### config.mk
export PLATFORM = sky130hd
export DESIGN_NAME = reg_alu_exec
export DESIGN_NICKNAME = d
export VERILOG_FILES = /design/src/rtl/reg_alu_pkg.sv /design/src/rtl/reg_alu_exec_alu_core.sv /design/src/rtl/reg_alu_exec.sv
export SDC_FILE = /design/constraint.sdc
export NUM_CORES = 2
export LEC_CHECK = 0
export ABC_CLOCK_PERIOD_IN_PS = 4600
export CORE_ASPECT_RATIO = 1.75
export CORE_MARGIN = 10
export CORE_UTILIZATION = 50
export DETAILED_ROUTE_END_ITERATION = 7
export PLACE_DENSITY = 0.71
export SYNTH_ARGS = -nofsm -noshare
export SYNTH_HDL_FRONTEND = slang
export SYNTH_SLANG_ARGS = --single-unit
### constraint.sdc
create_clock -name clk -period 4.6 [get_ports clk]
set_input_delay 0.69 -clock clk [delete_from_list [all_inputs] [get_ports clk]]
set_output_delay 0.69 -clock clk [all_outputs]
set_load 0.05 [all_outputs]
### src/rtl/reg_alu_pkg.sv
// Shared op-codes and FSM state encoding for the register-file/ALU execution unit.
package reg_alu_pkg;

    localparam logic [3:0] OP_ADD  = 4'd0;
    localparam logic [3:0] OP_SUB  = 4'd1;
    localparam logic [3:0] OP_AND  = 4'd2;
    localparam logic [3:0] OP_OR   = 4'd3;
    localparam logic [3:0] OP_XOR  = 4'd4;
    localparam logic [3:0] OP_NOT  = 4'd5;
    localparam logic [3:0] OP_SLL  = 4'd6;
    localparam logic [3:0] OP_SRL  = 4'd7;
    localparam logic [3:0] OP_SRA  = 4'd8;
    localparam logic [3:0] OP_SLT  = 4'd9;
    localparam logic [3:0] OP_SLTU = 4'd10;
    localparam logic [3:0] OP_MOV  = 4'd11;

    typedef enum logic [2:0] {
        ST_IDLE,
        ST_READ,
        ST_EXEC,
        ST_WB,
        ST_SHOW
    } state_t;

endpackage

### src/rtl/reg_alu_exec_alu_core.sv
// Combinational ALU: result, carry (ADD carry-out / SUB not-borrow) and reserved-op flag.
module alu_core
    import reg_alu_pkg::*;
#(
    parameter int DATA_W = 32
) (
    input  logic [3:0]        op,
    input  logic [DATA_W-1:0] a,
    input  logic [DATA_W-1:0] b,
    output logic [DATA_W-1:0] res,
    output logic              carry,
    output logic              ill
);

    localparam int SH_W = $clog2(DATA_W);

    logic [SH_W-1:0] shamt;
    logic [DATA_W:0] sum;
    logic [DATA_W:0] diff;

    assign shamt = b[SH_W-1:0];
    assign sum   = {1'b0, a} + {1'b0, b};
    assign diff  = {1'b0, a} - {1'b0, b};

    always_comb begin
        res   = '0;
        carry = 1'b0;
        ill   = 1'b0;
        case (op)
            OP_ADD: begin
                res   = sum[DATA_W-1:0];
                carry = sum[DATA_W];
            end
            OP_SUB: begin
                res   = diff[DATA_W-1:0];
                carry = ~diff[DATA_W];
            end
            OP_AND:  res = a & b;
            OP_OR:   res = a | b;
            OP_XOR:  res = a ^ b;
            OP_NOT:  res = ~a;
            OP_SLL:  res = a << shamt;
            OP_SRL:  res = a >> shamt;
            OP_SRA:  res = $unsigned($signed(a) >>> shamt);
            OP_SLT:  res = DATA_W'($signed(a) < $signed(b));
            OP_SLTU: res = DATA_W'(a < b);
            OP_MOV:  res = a;
            // Reserved codes still write back, so the result must be a defined zero.
            default: ill = 1'b1;
        endcase
    end

endmodule

### src/rtl/reg_alu_exec.sv
// Register file + ALU execution unit: valid/ready instruction intake, fixed 4-cycle
// pipeline-free FSM, write-back, then stepped display of the result in OUT_W slices.
module reg_alu_exec
    import reg_alu_pkg::*;
#(
    parameter  int DATA_W   = 32,
    parameter  int NREG     = 16,
    parameter  int OUT_W    = 16,
    parameter  int R0_ZERO  = 1,
    parameter  int AUTO_ADV = 0,
    localparam int REG_AW   = $clog2(NREG),
    localparam int INS_W    = 4 + 3 * REG_AW,
    localparam int NSLICE   = DATA_W / OUT_W,
    localparam int SEL_W    = $clog2(NSLICE) + 1
) (
    input  logic             clk,
    input  logic             rst,
    input  logic             ins_valid,
    output logic             ins_ready,
    input  logic [INS_W-1:0] ins,
    input  logic             step,
    output logic [OUT_W-1:0] out_data,
    output logic [SEL_W-1:0] out_sel,
    output logic             out_valid,
    output logic             done,
    output logic             flag_z,
    output logic             flag_c,
    output logic             flag_ill
);

    state_t              state_reg;
    logic [3:0]          op_reg;
    logic [REG_AW-1:0]   src1_reg;
    logic [REG_AW-1:0]   src2_reg;
    logic [REG_AW-1:0]   dest_reg;
    logic [DATA_W-1:0]   a_reg;
    logic [DATA_W-1:0]   b_reg;
    logic [DATA_W-1:0]   res_reg;
    logic [DATA_W-1:0]   regs [NREG];
    logic [OUT_W-1:0]    out_data_reg;
    logic [SEL_W-1:0]    out_sel_reg;
    logic                out_valid_reg;
    logic                done_reg;
    logic                flag_z_reg;
    logic                flag_c_reg;
    logic                flag_ill_reg;

    logic [DATA_W-1:0]   alu_res;
    logic                alu_carry;
    logic                alu_ill;
    logic [DATA_W-1:0]   rd_a;
    logic [DATA_W-1:0]   rd_b;
    logic                wr_en;
    logic [SEL_W-1:0]    sel_next;
    logic                sel_last;
    logic [OUT_W-1:0]    slice_terms [NSLICE];
    logic [OUT_W-1:0]    next_slice;

    alu_core #(
        .DATA_W (DATA_W)
    ) u_alu (
        .op    (op_reg),
        .a     (a_reg),
        .b     (b_reg),
        .res   (alu_res),
        .carry (alu_carry),
        .ill   (alu_ill)
    );

    // Register 0 is hard-wired to zero when R0_ZERO is set: reads forced, writes dropped.
    assign rd_a  = ((R0_ZERO != 0) && (src1_reg == '0)) ? '0 : regs[src1_reg];
    assign rd_b  = ((R0_ZERO != 0) && (src2_reg == '0)) ? '0 : regs[src2_reg];
    assign wr_en = (state_reg == ST_WB) && !((R0_ZERO != 0) && (dest_reg == '0));

    always_ff @(posedge clk) begin
        if (rst) begin
            for (int i = 0; i < NREG; i++) begin
                regs[i] <= '0;
            end
        end else if (wr_en) begin
            regs[dest_reg] <= res_reg;
        end
    end

    // One-hot slice mux for the slice following the one currently shown.
    assign sel_next = out_sel_reg + SEL_W'(1);
    assign sel_last = (out_sel_reg == SEL_W'(NSLICE - 1));

    for (genvar gi = 0; gi < NSLICE; gi++) begin : g_slice
        assign slice_terms[gi] = (sel_next == SEL_W'(gi)) ? res_reg[gi*OUT_W +: OUT_W] : '0;
    end

    always_comb begin
        next_slice = '0;
        for (int i = 0; i < NSLICE; i++) begin
            next_slice = next_slice | slice_terms[i];
        end
    end

    always_ff @(posedge clk) begin
        if (rst) begin
            state_reg     <= ST_IDLE;
            op_reg        <= '0;
            src1_reg      <= '0;
            src2_reg      <= '0;
            dest_reg      <= '0;
            a_reg         <= '0;
            b_reg         <= '0;
            res_reg       <= '0;
            out_data_reg  <= '0;
            out_sel_reg   <= '0;
            out_valid_reg <= 1'b0;
            done_reg      <= 1'b0;
            flag_z_reg    <= 1'b0;
            flag_c_reg    <= 1'b0;
            flag_ill_reg  <= 1'b0;
        end else begin
            done_reg <= 1'b0;
            case (state_reg)
                ST_IDLE: begin
                    if (ins_valid) begin
                        op_reg        <= ins[INS_W-1 -: 4];
                        src1_reg      <= ins[3*REG_AW-1 -: REG_AW];
                        src2_reg      <= ins[2*REG_AW-1 -: REG_AW];
                        dest_reg      <= ins[REG_AW-1:0];
                        out_valid_reg <= 1'b0;
                        state_reg     <= ST_READ;
                    end
                end
                ST_READ: begin
                    a_reg     <= rd_a;
                    b_reg     <= rd_b;
                    state_reg <= ST_EXEC;
                end
                ST_EXEC: begin
                    res_reg      <= alu_res;
                    flag_z_reg   <= (alu_res == '0);
                    flag_c_reg   <= alu_carry;
                    flag_ill_reg <= alu_ill;
                    state_reg    <= ST_WB;
                end
                ST_WB: begin
                    out_data_reg  <= res_reg[OUT_W-1:0];
                    out_sel_reg   <= '0;
                    out_valid_reg <= 1'b1;
                    done_reg      <= 1'b1;
                    state_reg     <= (AUTO_ADV != 0) ? ST_IDLE : ST_SHOW;
                end
                ST_SHOW: begin
                    // Stepping past the last slice leaves it on display but invalid.
                    if (step) begin
                        if (sel_last) begin
                            out_valid_reg <= 1'b0;
                            state_reg     <= ST_IDLE;
                        end else begin
                            out_sel_reg  <= sel_next;
                            out_data_reg <= next_slice;
                        end
                    end
                end
                default: state_reg <= ST_IDLE;
            endcase
        end
    end

    assign ins_ready = (state_reg == ST_IDLE);
    assign out_data  = out_data_reg;
    assign out_sel   = out_sel_reg;
    assign out_valid = out_valid_reg;
    assign done      = done_reg;
    assign flag_z    = flag_z_reg;
    assign flag_c    = flag_c_reg;
    assign flag_ill  = flag_ill_reg;

endmodule
# Word level (Yosys, flattened, before mapping)
# Memories as Yosys holds them, arrays and structs flattened. A register that Yosys moved wholly into a read port is not among the register bits.
# Index checks and enable logic that the tools add are counted.
# totals
mem_bits_ro	0
register_bits	138
word_cells	102
output_inout_bits	24
inputBits	20
latchBits	0
n_memories	1
ramBits	512
# classes
n_eq_ne	21
order_cmp	2
bitwise_logic	6
n_reduce_logical	17
mul	0
mux	34
add_sub_neg	3
div_mod_pow	0
shifts	3
# mem_list
name	depth	width	read_ports	rd_clocked_by_memory_dff	wr	line_no	source
regs	16	32	2	2	16	reg_alu_exec.sv:39	logic [DATA_W-1:0] regs [NREG];
# op_table
operator	n
$pmux 32 s12	1
$mux 32	3
$lt 32x32->1	2
$mux 16	4
$add 32x32->33	1
$sub 32x32->33	1
$and 32x32->32	1
$logic_not 32->1	1
$not 32->32	1
$or 32x32->32	1
$pmux 16 s2	1
$reduce_or 32->1	1
$shl 32x5->32	1
$shr 32x5->32	1
$sshr 32x5->32	1
$xor 32x32->32	1
$mux 4	5
$eq 4x3->1 const B	4
$eq 4x4->1 const B	4
$logic_not 4->1	4
$or 16x16->16	1
$pmux 3 s5	1
$reduce_or 12->1	1
$mux 1	11
other kinds (23)	33

# Longest topological paths before layout
# depth
ltp_word	8
mapped_depth	18
ltp_nobuf	14

# Hierarchy
# Synthesis repeated with hierarchy kept, for this count alone.
# unflattened
hier_cells	3594
area_unflattened_um2	40904.2
# by_module_without_submodules
module	seq_area_each_um2	cells_per_inst	area_each_um2	n_inst
reg_alu_exec	18297.5	2142	31737.9	1
alu_core	0.0	1452	9166.3	1

# Worst setup path before layout
# Ideal clock, no wire load.
# synth_path
path_kind	register to register
start	register b_reg[2]
end	register flag_z_reg, in the netlist flag_z
setup_time_ps	59
arrival_ps	4213
path_stages_with_launch	19
path_slack_ps	327
required_ps	4541
period_less_slack_ps	4273
path_buffers	5
path_cell_list	dfxtp_1 buf_6 buf_6 inv_1 clkbuf_1 buf_1 ha_1 buf_2 o21bai_1 o2111ai_1 a2111oi_4 nor4_1 o31a_1 o311a_1 a211oi_2 o2111a_1 nand3_1 nor4b_2 a41o_1
# synth_between
elab_chain_len	3
word_cells_on_any_way	12
cone_classes	2 x add/sub; 2 x order compare; 3 x shift; 1 x mux; 3 x bitwise; 1 x reduce/logical
# synth_rtl
element	line_no	source
start, declared	reg_alu_exec.sv:37	logic [DATA_W-1:0] b_reg;
start signal, assigned	reg_alu_exec.sv:132	b_reg <= rd_b;
$sub 32x32->33, or another cell as far along	reg_alu_exec_alu_core.sv:23	assign diff = {1'b0, a} - {1'b0, b};
$pmux 32 s12 *	reg_alu_exec_alu_core.sv:29	case (op)
$logic_not 32->1 *	reg_alu_exec.sv:137	flag_z_reg <= (alu_res == '0);
end signal, assigned	reg_alu_exec.sv:137	
end, declared	reg_alu_exec.sv:44	logic flag_z_reg;
# Mark *: on every way between the ends. The rest lies on a longest branch, timed or not.
# A chain may end at the register's enable or synchronous reset.

# Worst setup path after layout
# layout_path
start	register b_reg[0]
end	register flag_z_reg, in the netlist flag_z
# Same word-level chain as after synthesis.

==> results.md <==
* Portion of the clock cycle consumed by the worst path in the final layout at 106%
* Total length of routed met3 wires at slightly below 20000 um
* Post-synthesis average cell area at around 12 um2
* Initial cell density of the core at between 50% and 60%
* Worst VDD drop at 0.000450 V
* Yosys warns at 0
* Register containing the most flip-flops in the final layout: regs
* Hold bufs inserted after CTS at 0
* Number of unique standard cell types used by synthesis at approximately 110
* Routed len/inst at 40.6 um
* Post-synth design cell area at ~0.043 mm2
* Area grow syn2layout at 13.8%
* Total number of nets in the final design at roughly 3900
* Slew headroom at under 10%
* Number of buffers added on ports at between 40 and 50
* Combinational family with the most area after synthesis: multiplexers
* Crit Path Max Fanout at 73
* CTS tree: built
* Basic-gate share of the synthesized area counting and, or, nand and nor cells at between 10% and 20%
* Flip-flop count of the largest register after layout at between 500 and 600
* Slew at the pin closest to its max-slew limit at 1.40 ns
* Synth Area in Compound Gates at between 10% and 20%
* Hold violation count in the final report at 0
* Num CTS Buffers at between 60 and 70
* Pin count of the biggest net entering global routing at ~140
* Cell at the root of the clock tree: sky130_fd_sc_hd__clkbuf_16
* Dpl hpwl at around 140000 um
* Cell area power density at 355 mW/mm2
* Routed via count divided by cell count at 7.30
* Category of the worst setup path launch point: flip-flop
* Global route overflow at 0
* Total Die Area at between 0.09 and 0.1 mm2
* Combined global-route utilization of all metal layers at between 40% and 50%
* Kind of capture point of the worst setup path: flip-flop
* Number of rows in the core area at approximately 140
* Chip Height at 406 um
* First-pass GRT wire length at 280000 um
* DR pass1 iterations at 8
* Highest clock frequency the design can meet at between 200 and 250 MHz
* Crit-path slowest cell: sky130_fd_sc_hd__nor2_1
* Via count of the first global-routing pass at about 36000
* Placement Cell Area at 0.0460 mm2
* Multiplexer share of the synthesized area at between 20% and 30%
* Initial DRC Count at just over 5000
* Count of placed standard cells including taps at around 4800
* # H-tree levels at 2
* Final non-filler cell total at just under 5000
* Highest metal layer used by the detailed router: met5
* Buffer depth of the longest clock path at 3
* Total length of routed wires at approximately 200000 um
* Data required time of the worst path at roughly 5.2 ns
* Core ar. at around 0.085 mm2
* Clock latency at the later pin of the worst-skew pair at about 0.7 ns
* Sequential element share of the synthesized area at a little over two fifths
* Critical-path cell list: buf_12, buf_6, mux4_2, nor2_1, a2111oi_2, a21oi_1, nand4_1, a211oi_1, and4_1, and4_1, nand4_1, nor4b_4, a41o_1
* Final weighted congestion in routability-driven placement at 1.09
* Violations in the final reports: DRC, setup timing
* Crit path setup slack, layout at -0.283 ns
* Static Leak at between 0.015 and 0.02 uW
* DR DRC count at 5
* Count of pins on the block boundary at between 40 and 50
* Max-slew violations at 0
* Non-Filler Cell Area, Final at 0.0485 mm2
* Number of enable-type register cells in the synthesized netlist at a little over 500
* Number of vias in the routed layout at roughly 36000
* Clock tree sinks at 658
* Fraction of final layout cells with drive strength greater than 1 at between 20% and 30%
* Max capacitance violation total at 0
* Max Clock Skew at roughly 0.039 ns
* Fraction of the mapped netlist area in adder cells at 3.12%
* Number of endpoints failing setup at the final stage at 1
* Antenna-violating nets left at 0
* Antenna violations before repair at 32
* Final Critical Period at 4.88 ns
* Arrival @ worst endpoint at roughly 5.5 ns
* Fraction of synthesis flops using an asynchronous set or reset pin at 0%
* Largest stage delay on the critical path at 0.71 ns
* Post-synthesis instance total at ~3700
* Die boundary width at about 240 um
* XOR/XNOR Fraction of Synth Area at less than 1%
* Clock input transition at the sequential cells of the worst setup and hold paths at approximately 0.07 ns
* Met2 wirelength from detailed routing at 96600 um
* Kind of critical path: flip-flop to flip-flop
* Run status: finished with violations
* Main synth FF type: sky130_fd_sc_hd__edfxtp_1
* Post-Route M1 WL at just under 60000 um
* Kind of path behind the tightest hold check: input port to flip-flop
* Flip-flop and latch count after synthesis at 658
Yosys cell counts, types with 9 or more instances:
cell	count	area, um2
sky130_fd_sc_hd__a22o_1	9	78.8
sky130_fd_sc_hd__o21bai_1	13	97.6
sky130_fd_sc_hd__o221ai_1	20	175
sky130_fd_sc_hd__and2_1	491	3070
sky130_fd_sc_hd__o22ai_1	35	219
sky130_fd_sc_hd__a221oi_1	21	184
sky130_fd_sc_hd__clkbuf_1	258	968
sky130_fd_sc_hd__a22oi_1	85	638
sky130_fd_sc_hd__nor2b_1	25	156
sky130_fd_sc_hd__a2bb2oi_1	10	87.6
sky130_fd_sc_hd__a21o_1	12	90.1
sky130_fd_sc_hd__o21ai_0	99	495
sky130_fd_sc_hd__nor4_1	18	113
sky130_fd_sc_hd__ha_1	103	1290
sky130_fd_sc_hd__a211o_1	10	87.6
sky130_fd_sc_hd__nand3_1	34	170
sky130_fd_sc_hd__o211a_1	9	90.1
sky130_fd_sc_hd__buf_1	33	124
sky130_fd_sc_hd__a31oi_1	21	131
sky130_fd_sc_hd__nor2_1	284	1070
sky130_fd_sc_hd__a211oi_1	46	345
sky130_fd_sc_hd__a221o_1	13	130
sky130_fd_sc_hd__edfxtp_1	512	15400
sky130_fd_sc_hd__inv_1	105	394
sky130_fd_sc_hd__mux2_2	34	383
sky130_fd_sc_hd__nand2b_1	24	150
sky130_fd_sc_hd__mux4_2	347	7820
sky130_fd_sc_hd__nand4_1	19	119
sky130_fd_sc_hd__or2_2	11	68.8
sky130_fd_sc_hd__nand2_1	180	676
sky130_fd_sc_hd__mux2i_1	85	851
sky130_fd_sc_hd__xnor2_1	12	105
sky130_fd_sc_hd__o31ai_1	19	143
sky130_fd_sc_hd__dfxtp_1	146	2920
sky130_fd_sc_hd__nor3_1	68	340
sky130_fd_sc_hd__buf_2	52	260
sky130_fd_sc_hd__o211ai_1	33	248
sky130_fd_sc_hd__and3_1	9	56.3
sky130_fd_sc_hd__a21oi_1	148	741
sky130_fd_sc_hd__a2111oi_0	17	149
sky130_fd_sc_hd__a222oi_1	19	190
sky130_fd_sc_hd__o21a_1	10	75.1
layout by cell type, fill, tap and decap left out, types with 19 or more instances in the layout:
master                            instances
sky130_fd_sc_hd__buf_4                  274
sky130_fd_sc_hd__o221ai_1                19
sky130_fd_sc_hd__inv_1                  105
sky130_fd_sc_hd__nand2_1                179
sky130_fd_sc_hd__a211oi_1                43
sky130_fd_sc_hd__clkbuf_16               64
sky130_fd_sc_hd__o211ai_1                33
sky130_fd_sc_hd__nor2_1                 270
sky130_fd_sc_hd__o22ai_1                 35
sky130_fd_sc_hd__mux2i_1                 84
sky130_fd_sc_hd__mux4_2                 347
sky130_fd_sc_hd__diode_2                 27
sky130_fd_sc_hd__nand2b_1                23
sky130_fd_sc_hd__a222oi_1                19
sky130_fd_sc_hd__and2_1                 490
sky130_fd_sc_hd__dfxtp_1                131
sky130_fd_sc_hd__a21oi_1                145
sky130_fd_sc_hd__buf_12                  29
sky130_fd_sc_hd__ha_1                   103
sky130_fd_sc_hd__nor2b_1                 25
sky130_fd_sc_hd__edfxtp_1               512
sky130_fd_sc_hd__a22oi_1                 85
sky130_fd_sc_hd__mux2_2                  34
sky130_fd_sc_hd__o21ai_0                 87
sky130_fd_sc_hd__a31oi_1                 21
sky130_fd_sc_hd__clkdlybuf4s50_1         42
sky130_fd_sc_hd__nand3_1                 34
sky130_fd_sc_hd__nor3_1                  64
sky130_fd_sc_hd__a221oi_1                21
sky130_fd_sc_hd__nand4_1                 19
sky130_fd_sc_hd__conb_1                  32
final cells by class:
type                       count  area (um2)
fill                        7028       36000
multi-input combinational   2598       23000
sequential                   658       18300
timing repair buffer         352        3210
clock buffer                  75        1670
tap                         1072        1340
clock inverter                40         459
inverter                     107         402
antenna                       27        67.6
layer usage:
metal	up-vias	track usage, %
met3	1116	14.2
li1	14337	-
met5	-	0
met1	17759	40.2
met4	12	41.9
met2	2767	67.0
worst max-delay path, delay by kind of cell (launching register included):
kind	cells	cell delay [ns]
compound gates	4	0.88
flops	1	0.37
buf+inv	2	0.59
mux	1	0.54
simple gates	6	2.30
logic make-up after synthesis:
group / count (synthesis)
AO/OA/AOI/OAI: 754
XOR/XNOR: 13
adder cells (fa/ha/maj): 105
buffers and inverters: 462
flip-flops: 658
multiplexers: 468
other: 1
AND/OR/NAND/NOR: 1226
timing repair:
action	CTS	global route
resized for setup	2	33
pin swaps	0	5
setup buffers	0	1
cloned	0	3
endpoints found under the setup margin	1	5
per-stage QoR:
step	setup TNS, ns	utilization [%]	worst slack, ns	hold slack (ns)	total power [uW]
after floorplan	0	-	0.327	0.450	9550
after global placement	-0.0728	54.5	-0.0728	0.443	11500
after detailed placement	-0.00811	54.5	-0.00811	0.456	11500
after CTS	0	57.0	0.0106	0.412	16900
after global routing	-0.126	57.3	-0.126	0.443	17600
final	-0.283	57.4	-0.283	0.427	17200
where the power goes:
part	total (uW)	switching (uW)	leakage [uW]	internal [uW]
registers	7080	421	0.00646	6660
clock network	5490	2440	0.00104	3050
logic	4640	2910	0.00931	1730
worst paths after layout:
kind             from        to  cells past startpoint  slack (ns)
max reg2reg  b_reg[0]    flag_z                     13       -0.28
min               rst  b_reg[1]                      2        0.43
min reg2reg  flag_ill  flag_ill                      2        0.47
max          b_reg[0]    flag_z                     13       -0.28
Note: power is estimated with default switching activity, not from simulation.
